--- src/rtl/gpio_poll_master.sv ---
// gpio_poll_master: an autonomous second bus master. Every POLL_PERIOD cycles
// it reads the switch word, XORs it with a mask, and writes the result to the
// LED word. It arbitrates for the bus with a simple req/gnt handshake.
module gpio_poll_master #(
  parameter int unsigned POLL_PERIOD = 50000,
  parameter logic [31:0] SRC_ADDR    = 32'h0000_7F60,
  parameter logic [31:0] DST_ADDR    = 32'h0000_7F70,
  parameter bit          CHANGE_ONLY = 1'b1
) (
  input  logic        clk,
  input  logic        reset,
  input  logic        enable,
  input  logic [31:0] xor_mask,
  input  logic        clr_overrun,
  output logic        bus_req,
  input  logic        bus_gnt,
  output logic [31:0] m_addr,
  output logic [31:0] m_wd,
  output logic [3:0]  m_we,
  input  logic [31:0] m_rd,
  output logic [31:0] last_value,
  output logic        done,
  output logic        overrun,
  output logic [15:0] xfer_count
);

  localparam int TW = (POLL_PERIOD > 1) ? $clog2(POLL_PERIOD) : 1;
  localparam logic [TW-1:0] TC_VALUE = TW'(POLL_PERIOD - 1);

  typedef enum logic [2:0] {
    S_IDLE,
    S_REQ,
    S_READ,
    S_WRITE,
    S_DONE
  } state_t;

  state_t        state;
  logic [TW-1:0] timer;
  logic          tc;
  logic [31:0]   masked;

  assign tc     = enable && (timer == TC_VALUE);
  assign masked = m_rd ^ xor_mask;

  // Byte enables follow the live grant so a stalled write never strobes; the
  // async reset forces the state to IDLE, which drops them immediately.
  assign m_we = ((state == S_WRITE) && bus_gnt) ? 4'hF : 4'h0;

  // Poll timer: free-runs 0..POLL_PERIOD-1 while enabled, parked at 0 otherwise.
  // NOTE: sequential state is updated with non-blocking (<=) assignments so every
  // flop samples pre-edge values regardless of block ordering.
  always_ff @(posedge clk or posedge reset) begin
    if (reset) begin
      timer <= '0;
    end else if (!enable || tc) begin
      timer <= '0;
    end else begin
      timer <= timer + 1'b1;
    end
  end

  // Transaction FSM with registered bus and status outputs.
  always_ff @(posedge clk or posedge reset) begin
    if (reset) begin
      state      <= S_IDLE;
      bus_req    <= 1'b0;
      m_addr     <= '0;
      m_wd       <= '0;
      last_value <= '0;
      done       <= 1'b0;
      xfer_count <= '0;
    end else begin
      done <= 1'b0;
      case (state)
        S_IDLE: begin
          if (tc) begin
            state   <= S_REQ;
            bus_req <= 1'b1;
          end
        end
        S_REQ: begin
          if (!enable) begin
            state   <= S_IDLE;
            bus_req <= 1'b0;
          end else if (bus_gnt) begin
            state  <= S_READ;
            m_addr <= SRC_ADDR;
          end
        end
        S_READ: begin
          if (bus_gnt) begin
            last_value <= masked;
            if (CHANGE_ONLY && (masked == last_value)) begin
              // Nothing changed on the switches: finish without a write.
              state      <= S_DONE;
              bus_req    <= 1'b0;
              done       <= 1'b1;
              xfer_count <= xfer_count + 16'd1;
            end else begin
              state  <= S_WRITE;
              m_addr <= DST_ADDR;
              m_wd   <= masked;
            end
          end
        end
        S_WRITE: begin
          if (bus_gnt) begin
            state      <= S_DONE;
            bus_req    <= 1'b0;
            done       <= 1'b1;
            xfer_count <= xfer_count + 16'd1;
          end
        end
        S_DONE: begin
          state <= S_IDLE;
        end
        default: begin
          state   <= S_IDLE;
          bus_req <= 1'b0;
        end
      endcase
    end
  end

  // Sticky overrun: a poll came due while a transaction was in flight; set beats clear.
  always_ff @(posedge clk or posedge reset) begin
    if (reset) begin
      overrun <= 1'b0;
    end else if (tc && (state != S_IDLE)) begin
      overrun <= 1'b1;
    end else if (clr_overrun) begin
      overrun <= 1'b0;
    end
  end

endmodule

--- config.mk ---
export PLATFORM = sky130hd
export DESIGN_NAME = gpio_poll_master
export DESIGN_NICKNAME = d
export VERILOG_FILES = /design/src/rtl/gpio_poll_master.sv
export SDC_FILE = /design/constraint.sdc
export NUM_CORES = 1
export LEC_CHECK = 0
export ABC_AREA = 1
export BUFFER_PORTS_ARGS = -buffer_cell sky130_fd_sc_hd__buf_2
export CORE_ASPECT_RATIO = 0.7
export CORE_MARGIN = 5
export CORE_UTILIZATION = 52
export CTS_BUF_LIST = sky130_fd_sc_hd__clkbuf_4 sky130_fd_sc_hd__clkbuf_8 sky130_fd_sc_hd__clkbuf_16
export DETAILED_ROUTE_END_ITERATION = 16
export MAX_ROUTING_LAYER = met4
export PLACE_DENSITY = 0.9
export SYNTH_ARGS = -nofsm -noshare
export SYNTH_HDL_FRONTEND = slang
export SYNTH_SLANG_ARGS = --single-unit
--- constraint.sdc ---
create_clock -name clk -period 3.75 [get_ports clk]
set_input_delay 0.5625 -clock clk [delete_from_list [all_inputs] [get_ports clk]]
set_output_delay 0.5625 -clock clk [all_outputs]
set_load 0.1 [all_outputs]
Word-level counts from Yosys, hierarchy flattened. Index checks and enable logic that the tools add are counted.

Bitwise logic cells: 3. Reductions and logical operators: 16. Eq/ne operators: 15. Add/subtract/negate cells: 2. Muxes and demuxes: 30.

Operators by type and width (number): $mux W32 (4); $mux W16 (4); $pmux W32 S2 (1); $add A16 B1 Y16 const B (2); $eq A32 B32 Y1 (1); $pmux W16 S2 (1); $xor A32 B32 Y32 (1); $mux W3 (6); $eq A16 B16 Y1 const B (1); $ne A2 B2 Y1 const B (8); $pmux W3 S4 (1); $mux W1 (10); $reduce_and A4 Y1 (2); $eq A3 B2 Y1 const B (2); $reduce_and A6 Y1 (1); $reduce_bool A2 Y1 (3); $pmux W1 S5 (1); $reduce_and A5 Y1 (1); $mux W4 (1); $eq A3 B1 Y1 const B (1); $eq A3 B3 Y1 const B (1); $logic_and A1 B1 Y1 (3); $logic_not A3 Y1 (1); $ne A3 B3 Y1 const B (1); 7 further kinds (8).

Register bits: 134. Input port bits: 69. Logic and storage cells: 75. Output and inout bits: 119.

Logic depth before layout (Yosys ltp). Gate-level depths: netlist (run 1).

Depth after elaboration: 5. Gate-level depth with buffers: 16. Gate-level depth less buffers: 15.

Worst setup path before layout (run 1). Ideal clock, no wire load.

Path type: input to register. Start: input port bus_gnt. End: register xfer_count[2]. Arrival: 3349 ps. Data required time: 3629 ps. Setup time: 121 ps. Path slack: 279 ps. Cell stages on the path: 7. Cell sequence: buf_2 inv_1 nor2_1 clkinv_1 buf_1 nand3_1 nand2_1.

Longest elaborated chain between the ends: 2. Elaborated cells between the ends (all ways): 3. Those cells by class: eq/ne (2); reduce/logical (1).

Ends and longest elaborated chain: start, declared (line 16) `input logic bus_gnt,`; $ne A2 B2 Y1 (no source line); $reduce_and A4 Y1 (no source line) (*); end signal, assigned (line 99) `xfer_count <= xfer_count + 16'd1;`; end signal, assigned (line 112) `xfer_count <= xfer_count + 16'd1;`; end, declared (line 24) `output logic [15:0] xfer_count`.

Mark *: on every way between the ends. The rest lies on a longest branch, timed or not. A chain may end at the register's enable or synchronous reset.

Worst setup path after layout (run 1).
Start: input port bus_gnt. End: output port m_we[3].

Longest elaborated chain between the ends: 2.

Ends and longest elaborated chain: $logic_and A1 B1 Y1 (line 48) `assign m_we = ((state == S_WRITE) && bus_gnt) ? 4'hF : 4'h0;`; $mux W4 (line 48); end, declared (line 19) `output logic [3:0] m_we,`.

Every way passes these cells.

==> impl_metrics.py, run 1 <==
metrics = {
    "drt": {
        "detailedRoute.firstIterationViolations": 353,
        "finalWirelength_um": 14880,
        "postRouteAntennaNets": 0,
        "total_number_of_vias": 5627,
        "drt-wirelength-per-cell_um": 12.86,
        "vias_per_cell": 4.863,
        "first_pass_iters": 5,
        "drcViolationCount": 0,
    },
    "synthesis": {
        "seq_area_frac_synth_pct": 42.29,
        "ys_top_cells_by_area": "sky130_fd_sc_hd__dfrtp_1 (42%), sky130_fd_sc_hd__nand2_1 (16%), sky130_fd_sc_hd__inv_1 (8.1%)",
        "synth.ff_latch_count": 104,
        "syn_area_mm2": 0.006153,
        "synth_area_per_cell_um2": 7.256,
        "yosysUniqueCellTypes": 36,
        "synth_top_area_share_pct": 42.29,
        "ys.warnings.count": 0,
        "yosys.area.top_type": "sky130_fd_sc_hd__dfrtp_1",
        "postSynthCellCount": 848,
    },
    "pwr": {
        "switching_share_pct": 60.54,
        "p_clk_share_pct": 14.8,
        "powerDensity_mw_per_mm2": 989.8,
        "peakVddDrop_uv": 727.8,
        "seq_power_share_pct": 24.8,
        "cell_internal_pwr_mw": 2.831,
        "p_switching_mw": 4.344,
        "pwr-share-comb_pct": 60.4,
        "power.static_leakage_nw": 4.138,
    },
    "cts": {
        "cts.repair_timing.setup_buffer_count": 0,
        "ctsLongestPathBuffers": 2,
        "clock_insertion_delay_worst_skew_ps": 340,
        "clock_root_buffer": "sky130_fd_sc_hd__clkbuf_16",
        "cts-buffers-inserted": 9,
        "cts.clk_slew.worst_paths_ps": 60,
        "cts_max_level": 3,
        "tritoncts_clock_tree": "built",
        "post_cts_resize_count": 0,
        "postCtsHoldBufs": 0,
        "clock-sinks": 104,
    },
    "sta": {
        "unrepaired_setup_endpoints_after_global_routing": "false",
        "slew_limit_fails": 0,
        "tightest_slew_ps": 899.2,
        "finalHoldViolCount": 0,
        "setup_viol": 0,
        "max_freq_mhz": 395.3,
        "post-route-period-util_pct": 67.46,
        "final.setup_skew_ps": 11.93,
        "slew_headroom_pct": 40.05,
        "setup_total_negative_slack_ps": 0,
        "period_needed_ps": 2530,
    },
    "floorplan": {
        "die_x_um": 140.0,
        "row_count": 33,
        "io_pins": 188,
        "fp.coreArea_mm2": 0.01164,
        "initial_utilization_pct": 52.85,
        "dieArea_mm2": 0.01414,
        "die_height_um": 101.0,
    },
    "setup_path": {
        "timing.critical_path.from_type": "input port",
        "critical-path-top-cell-by-count": "sky130_fd_sc_hd__buf_2",
        "timing.critical_path.max_delay_family": "buffers and inverters",
        "slowest_stage": "sky130_fd_sc_hd__buf_2",
        "crit_buf_inv": 3,
        "endpoint_kind": "output pin",
        "cp_slowest_stage_delay_ps": 490,
        "critical_path_peak_fanout": 20,
        "cp_cell_sequence": "buf_2, inv_1, nor2_1, buf_2",
        "worst-setup-path-type": "in2out",
        "cp.arrival_ps": 1970,
        "worst-endpoint-required_ps": 3190,
    },
    "cells_and_area": {
        "syn2layout_area_growth_pct": 17.81,
        "final_cell_mix": "sky130_fd_sc_hd__nand2_1 (270), sky130_fd_sc_hd__buf_2 (165), sky130_fd_sc_hd__inv_1 (131)",
        "antenna_cells": 0,
        "instances_no_fill": 1157,
        "layout_commonest_cell": "sky130_fd_sc_hd__nand2_1",
        "utilization_pct": 62.26,
        "num-nets-final": 1066,
        "drive_above_1_share_pct": 22.40,
    },
    "placement": {
        "number_of_placed_instances_with_taps_included": 1141,
        "placement.io_buffers": 165,
        "gpl.final_weighted_congestion": 0.8630,
        "dp_hpwl_um": 11210,
    },
    "outcome": {
        "status": "complete, no violations",
    },
    "global_route": {
        "antenna_violations_before_repair": 0,
        "grt_start_max_net_pins": 105,
        "overflow": 0,
        "grt_pass1_wl_um": 24140,
        "grt.total_usage_pct": 21.37,
        "grt_pass1_vias": 5158,
    },
    "job": {
        "timing.max_cap.violations": 0,
    },
    "hold_path": {
        "hold_class": "in2async",
    },
}
## per-stage QoR
stage               power [mW]  setup WS [ps]  hold slack (ps)  cell area [um2]
finish                   7.176           1220            336.0             7249
CTS                      7.219           1227            390.8             7249
floorplan                5.445          279.4            432.9             6232
global route             7.529           1127            401.5             7249
global placement         6.071           1172            453.2             6909
detailed placement       6.143           1088            466.8             6909
## synth_stat cells
cell,n
sky130_fd_sc_hd__nand3b_1,2
sky130_fd_sc_hd__clkbuf_1,2
sky130_fd_sc_hd__o21ai_1,2
sky130_fd_sc_hd__nor4_1,5
sky130_fd_sc_hd__nand3_1,99
sky130_fd_sc_hd__dfrtp_1,104
sky130_fd_sc_hd__nand4_4,1
sky130_fd_sc_hd__nor2_2,2
sky130_fd_sc_hd__o22ai_1,1
sky130_fd_sc_hd__conb_1,1
sky130_fd_sc_hd__nor2_4,2
sky130_fd_sc_hd__clkinv_1,1
sky130_fd_sc_hd__nor2_1,46
sky130_fd_sc_hd__a21oi_1,23
sky130_fd_sc_hd__xnor2_1,3
sky130_fd_sc_hd__nand4_1,10
sky130_fd_sc_hd__ha_1,2
sky130_fd_sc_hd__o21ai_2,27
sky130_fd_sc_hd__buf_1,1
sky130_fd_sc_hd__nand2_2,6
sky130_fd_sc_hd__nand2_1,270
sky130_fd_sc_hd__o21ai_0,22
sky130_fd_sc_hd__nor3b_1,3
sky130_fd_sc_hd__inv_1,132
sky130_fd_sc_hd__xor2_1,13
sky130_fd_sc_hd__a211oi_1,1
sky130_fd_sc_hd__nor3_1,12
sky130_fd_sc_hd__buf_4,33
sky130_fd_sc_hd__buf_6,7
sky130_fd_sc_hd__o311ai_0,1
sky130_fd_sc_hd__clkbuf_2,1
sky130_fd_sc_hd__or2_1,2
sky130_fd_sc_hd__nand3_2,1
sky130_fd_sc_hd__or2_4,1
sky130_fd_sc_hd__buf_2,8
sky130_fd_sc_hd__o21a_1,1
## state kept, by name (all words and copies together), names as in the netlist
| name | count |
|---|---|
| last_value | 32 |
| m_wd | 32 |
| timer | 16 |
| xfer_count | 16 |
| state | 3 |
| m_addr | 2 |
| bus_req | 1 |
| done | 1 |
| overrun | 1 |
## metal layers
| metal | global-route usage [%] | part of all wire, % | vias up |
|---|---|---|---|
| met4 | 5.063 | 0.94 | 0 |
| met5 | - | 0 | - |
| met1 | 29.02 | 47 | 2554 |
| met3 | 4.647 | 5.4 | 18 |
| met2 | 33.14 | 47 | 155 |
| li1 | - | - | 2900 |
## worst paths after layout
check	slack, ps	depth (start not counted)	endpoint	start
hold reg to reg	480	2	m_addr[4]	m_addr[4]
setup reg to reg	1430	10	m_wd[12]	last_value[6]
max in group asynchronous	2940	3	m_wd[30]	reset
hold / removal	340	3	overrun	reset
min in group clk	470	2	overrun	clr_overrun
setup / recovery	1220	4	m_we[3]	bus_gnt
## worst min-delay path, stage by stage
cell and delay [ps]:
sky130_fd_sc_hd__buf_2 110, sky130_fd_sc_hd__inv_4 50, sky130_fd_sc_hd__buf_12 390
## power groups by stage
stage	clock [mW]	sequential, mW	combinational [mW]
global route	1.14	1.83	4.55
global placement	0	1.78	4.29
finish	1.06	1.78	4.34
detailed placement	0	1.79	4.35
floorplan	0	4.33	1.12
CTS	1.08	1.78	4.36
## logic make-up (layout without fill, tap and decap cells)
family / Yosys count / after routing / synth area share (%)
and+or+nand+nor: 462 / 462 / 32.47
buffers and inverters: 185 / 316 / 14.34
DFF: 104 / 104 / 42.29
AOI/OAI and AO/OA: 78 / 78 / 8.154
xor gates and xnor gates: 16 / 16 / 2.277
adders and majority gates: 2 / 2 / 0.4066
other: 1 / 22 / 0.06094
## cell type report
type                    instances  area [um2]
clock buffers                  10       232.7
clock inverters                 6       107.6
fillers                      1077        4394
inverters                     133       501.7
multi-input cells             580        2755
flip-flops and latches        104        2603
well taps                     157       196.4
repair buffers                167       853.3
Power figures use the tool's default switching activity.
==> run 2, diff against run 1 <==
Clock period 3.75 ns to 2.4 ns, I/O delays scaled along.
==> run 2 against run 1 <==
Net effect:
- first-iteration DRC count is 25% lower
- combinational power rose by 57%
- register-to-register slack worse by 1100 ps
- clock skew decreased by 2.2 ps
- design area grew 0.17%
- power increased by 53%
- worst hold slack worse by 200 ps
- sequential cell count unchanged
- utilization up 0.11 points
- cell count rose by 0.26%
- clock power rose by 30%
- largest cell class unchanged
- largest power group unchanged
- highest routed layer unchanged
==> impl_metrics.py, run 2 (synthesized netlist as in run 1, its figures left out) <==
metrics = {
    "cells_and_area": {
        "biggestRegsByFlops": "last_value x32, m_wd x32",
        "antenna_cells": 0,
        "final_cell_mix": "sky130_fd_sc_hd__nand2_1 (270), sky130_fd_sc_hd__buf_2 (165), sky130_fd_sc_hd__inv_1 (131)",
        "num-nets-final": 1069,
        "layout_commonest_cell": "sky130_fd_sc_hd__nand2_1",
        "drive_above_1_share_pct": 22.93,
        "syn2layout_area_growth_pct": 18.02,
        "num-fill-cells": 1065,
        "utilization_pct": 62.37,
        "area_of_the_multi_input_gates_mm2": 0.002763,
        "final_design_area_no_fill_mm2": 0.007262,
        "instances_no_fill": 1160,
        "register_area_mm2": 0.002605,
    },
    "pwr": {
        "peakVddDrop_uv": 1510,
        "cell_internal_pwr_mw": 4.149,
        "pwr-share-comb_pct": 62.0,
        "seq_power_share_pct": 25.4,
        "power.static_leakage_nw": 4.130,
        "p_clk_share_pct": 12.5,
        "p_switching_mw": 6.832,
        "powerDensity_mw_per_mm2": 1512,
        "switching_share_pct": 62.22,
    },
    "drt": {
        "vias_per_cell": 4.888,
        "finalWirelength_um": 14640,
        "first_pass_iters": 5,
        "drcViolationCount": 0,
        "drt-wirelength-per-cell_um": 12.62,
        "detailedRoute.firstIterationViolations": 266,
        "total_number_of_vias": 5670,
        "postRouteAntennaNets": 0,
    },
    "floorplan": {
        "die_height_um": 101.0,
        "die_x_um": 140.0,
        "row_count": 33,
        "io_pins": 188,
        "dieArea_mm2": 0.01414,
        "initial_utilization_pct": 52.85,
        "fp.coreArea_mm2": 0.01164,
    },
    "sta": {
        "setup_viol": 0,
        "final.setup_skew_ps": 9.714,
        "slew_limit_fails": 0,
        "setup_total_negative_slack_ps": 0,
        "post-route-period-util_pct": 88.02,
        "period_needed_ps": 2112,
        "slew_headroom_pct": 61.34,
        "tightest_slew_ps": 579.8,
        "max_freq_mhz": 473.4,
        "unrepaired_setup_endpoints_after_global_routing": "false",
        "finalHoldViolCount": 0,
    },
    "cts": {
        "cts.clk_slew.worst_paths_ps": 70,
        "post_cts_resize_count": 0,
        "cts-buffers-inserted": 9,
        "clock_insertion_delay_worst_skew_ps": 340,
        "tritoncts_clock_tree": "built",
        "ctsLongestPathBuffers": 2,
        "postCtsHoldBufs": 0,
        "clock_root_buffer": "sky130_fd_sc_hd__clkbuf_16",
        "clock-sinks": 104,
        "cts_max_level": 3,
        "cts.repair_timing.setup_buffer_count": 0,
    },
    "hold_path": {
        "hold_class": "in2async",
    },
    "setup_path": {
        "endpoint_kind": "output pin",
        "timing.critical_path.from_type": "register",
        "critical_path_peak_fanout": 5,
        "cp.arrival_ps": 1750,
        "worst-setup-path-type": "reg2out",
        "worst-endpoint-required_ps": 2040,
    },
    "global_route": {
        "grt_start_max_net_pins": 105,
        "grt_pass1_wl_um": 24230,
        "grt.total_usage_pct": 21.32,
        "antenna_violations_before_repair": 0,
        "overflow": 0,
        "grt_pass1_vias": 5254,
    },
    "placement": {
        "placement.io_buffers": 165,
        "dpl-instance-area_mm2": 0.006980,
        "dp_hpwl_um": 11270,
        "number_of_placed_instances_with_taps_included": 1144,
        "gpl.final_weighted_congestion": 0.8744,
    },
    "outcome": {
        "status": "complete, no violations",
    },
    "job": {
        "timing.max_cap.violations": 0,
    },
}
[run 2: worst max-delay path, cell delays in order (launching register included)]
cell	delay, ps
sky130_fd_sc_hd__dfrtp_1	430
sky130_fd_sc_hd__inv_1	60
sky130_fd_sc_hd__nor3_1	220
sky130_fd_sc_hd__inv_1	130
sky130_fd_sc_hd__nor2_4	130
sky130_fd_sc_hd__buf_2	440
[run 2: cell type report]
| class | count | share of cell area (%) |
|---|---|---|
| multi-input combinational | 580 | 38.04 |
| sequential | 104 | 35.87 |
| timing repair buffer | 170 | 12.58 |
| inverter | 133 | 6.926 |
| clock buffer | 9 | 3.101 |
| tap | 157 | 2.705 |
| clock inverter | 7 | 0.7753 |
[run 2: through the flow]
stage               power, mW  hold slack [ps]  setup WS, ps
floorplan               8.515            432.9         1.202
global placement        9.564            451.5         356.3
detailed placement      9.663            458.7         332.8
CTS                     11.06            191.1         271.6
global route            11.53            203.2         116.3
finish                  10.98            140.7         287.6
[run 2: power groups by stage]
| stage | sequential, mW | clock, mW | combinational [mW] |
|---|---|---|---|
| CTS | 2.79 | 1.41 | 6.86 |
| floorplan | 6.76 | 0 | 1.75 |
| global placement | 2.79 | 0 | 6.77 |
| detailed placement | 2.81 | 0 | 6.85 |
| global route | 2.87 | 1.48 | 7.18 |
| finish | 2.79 | 1.38 | 6.81 |
[run 2: routing by layer]
metal,track usage (%),part of all wire [%],vias to the layer above
met5,-,0,-
met4,4.393,1.0,0
met3,4.362,6.8,18
met2,33.28,46,180
met1,29.22,46,2579
li1,-,-,2893
[run 2: worst paths after layout]
kind	startpoint	endpoint	slack, ps	cells after the start
min	reset	m_wd[12]	140	3
max in group asynchronous	reset	xfer_count[0]	1750	3
min in group clk	clr_overrun	overrun	210	2
max reg2reg	timer[0]	timer[14]	340	12
min reg2reg	timer[0]	timer[0]	470	1
max	state[0]	m_we[3]	290	5
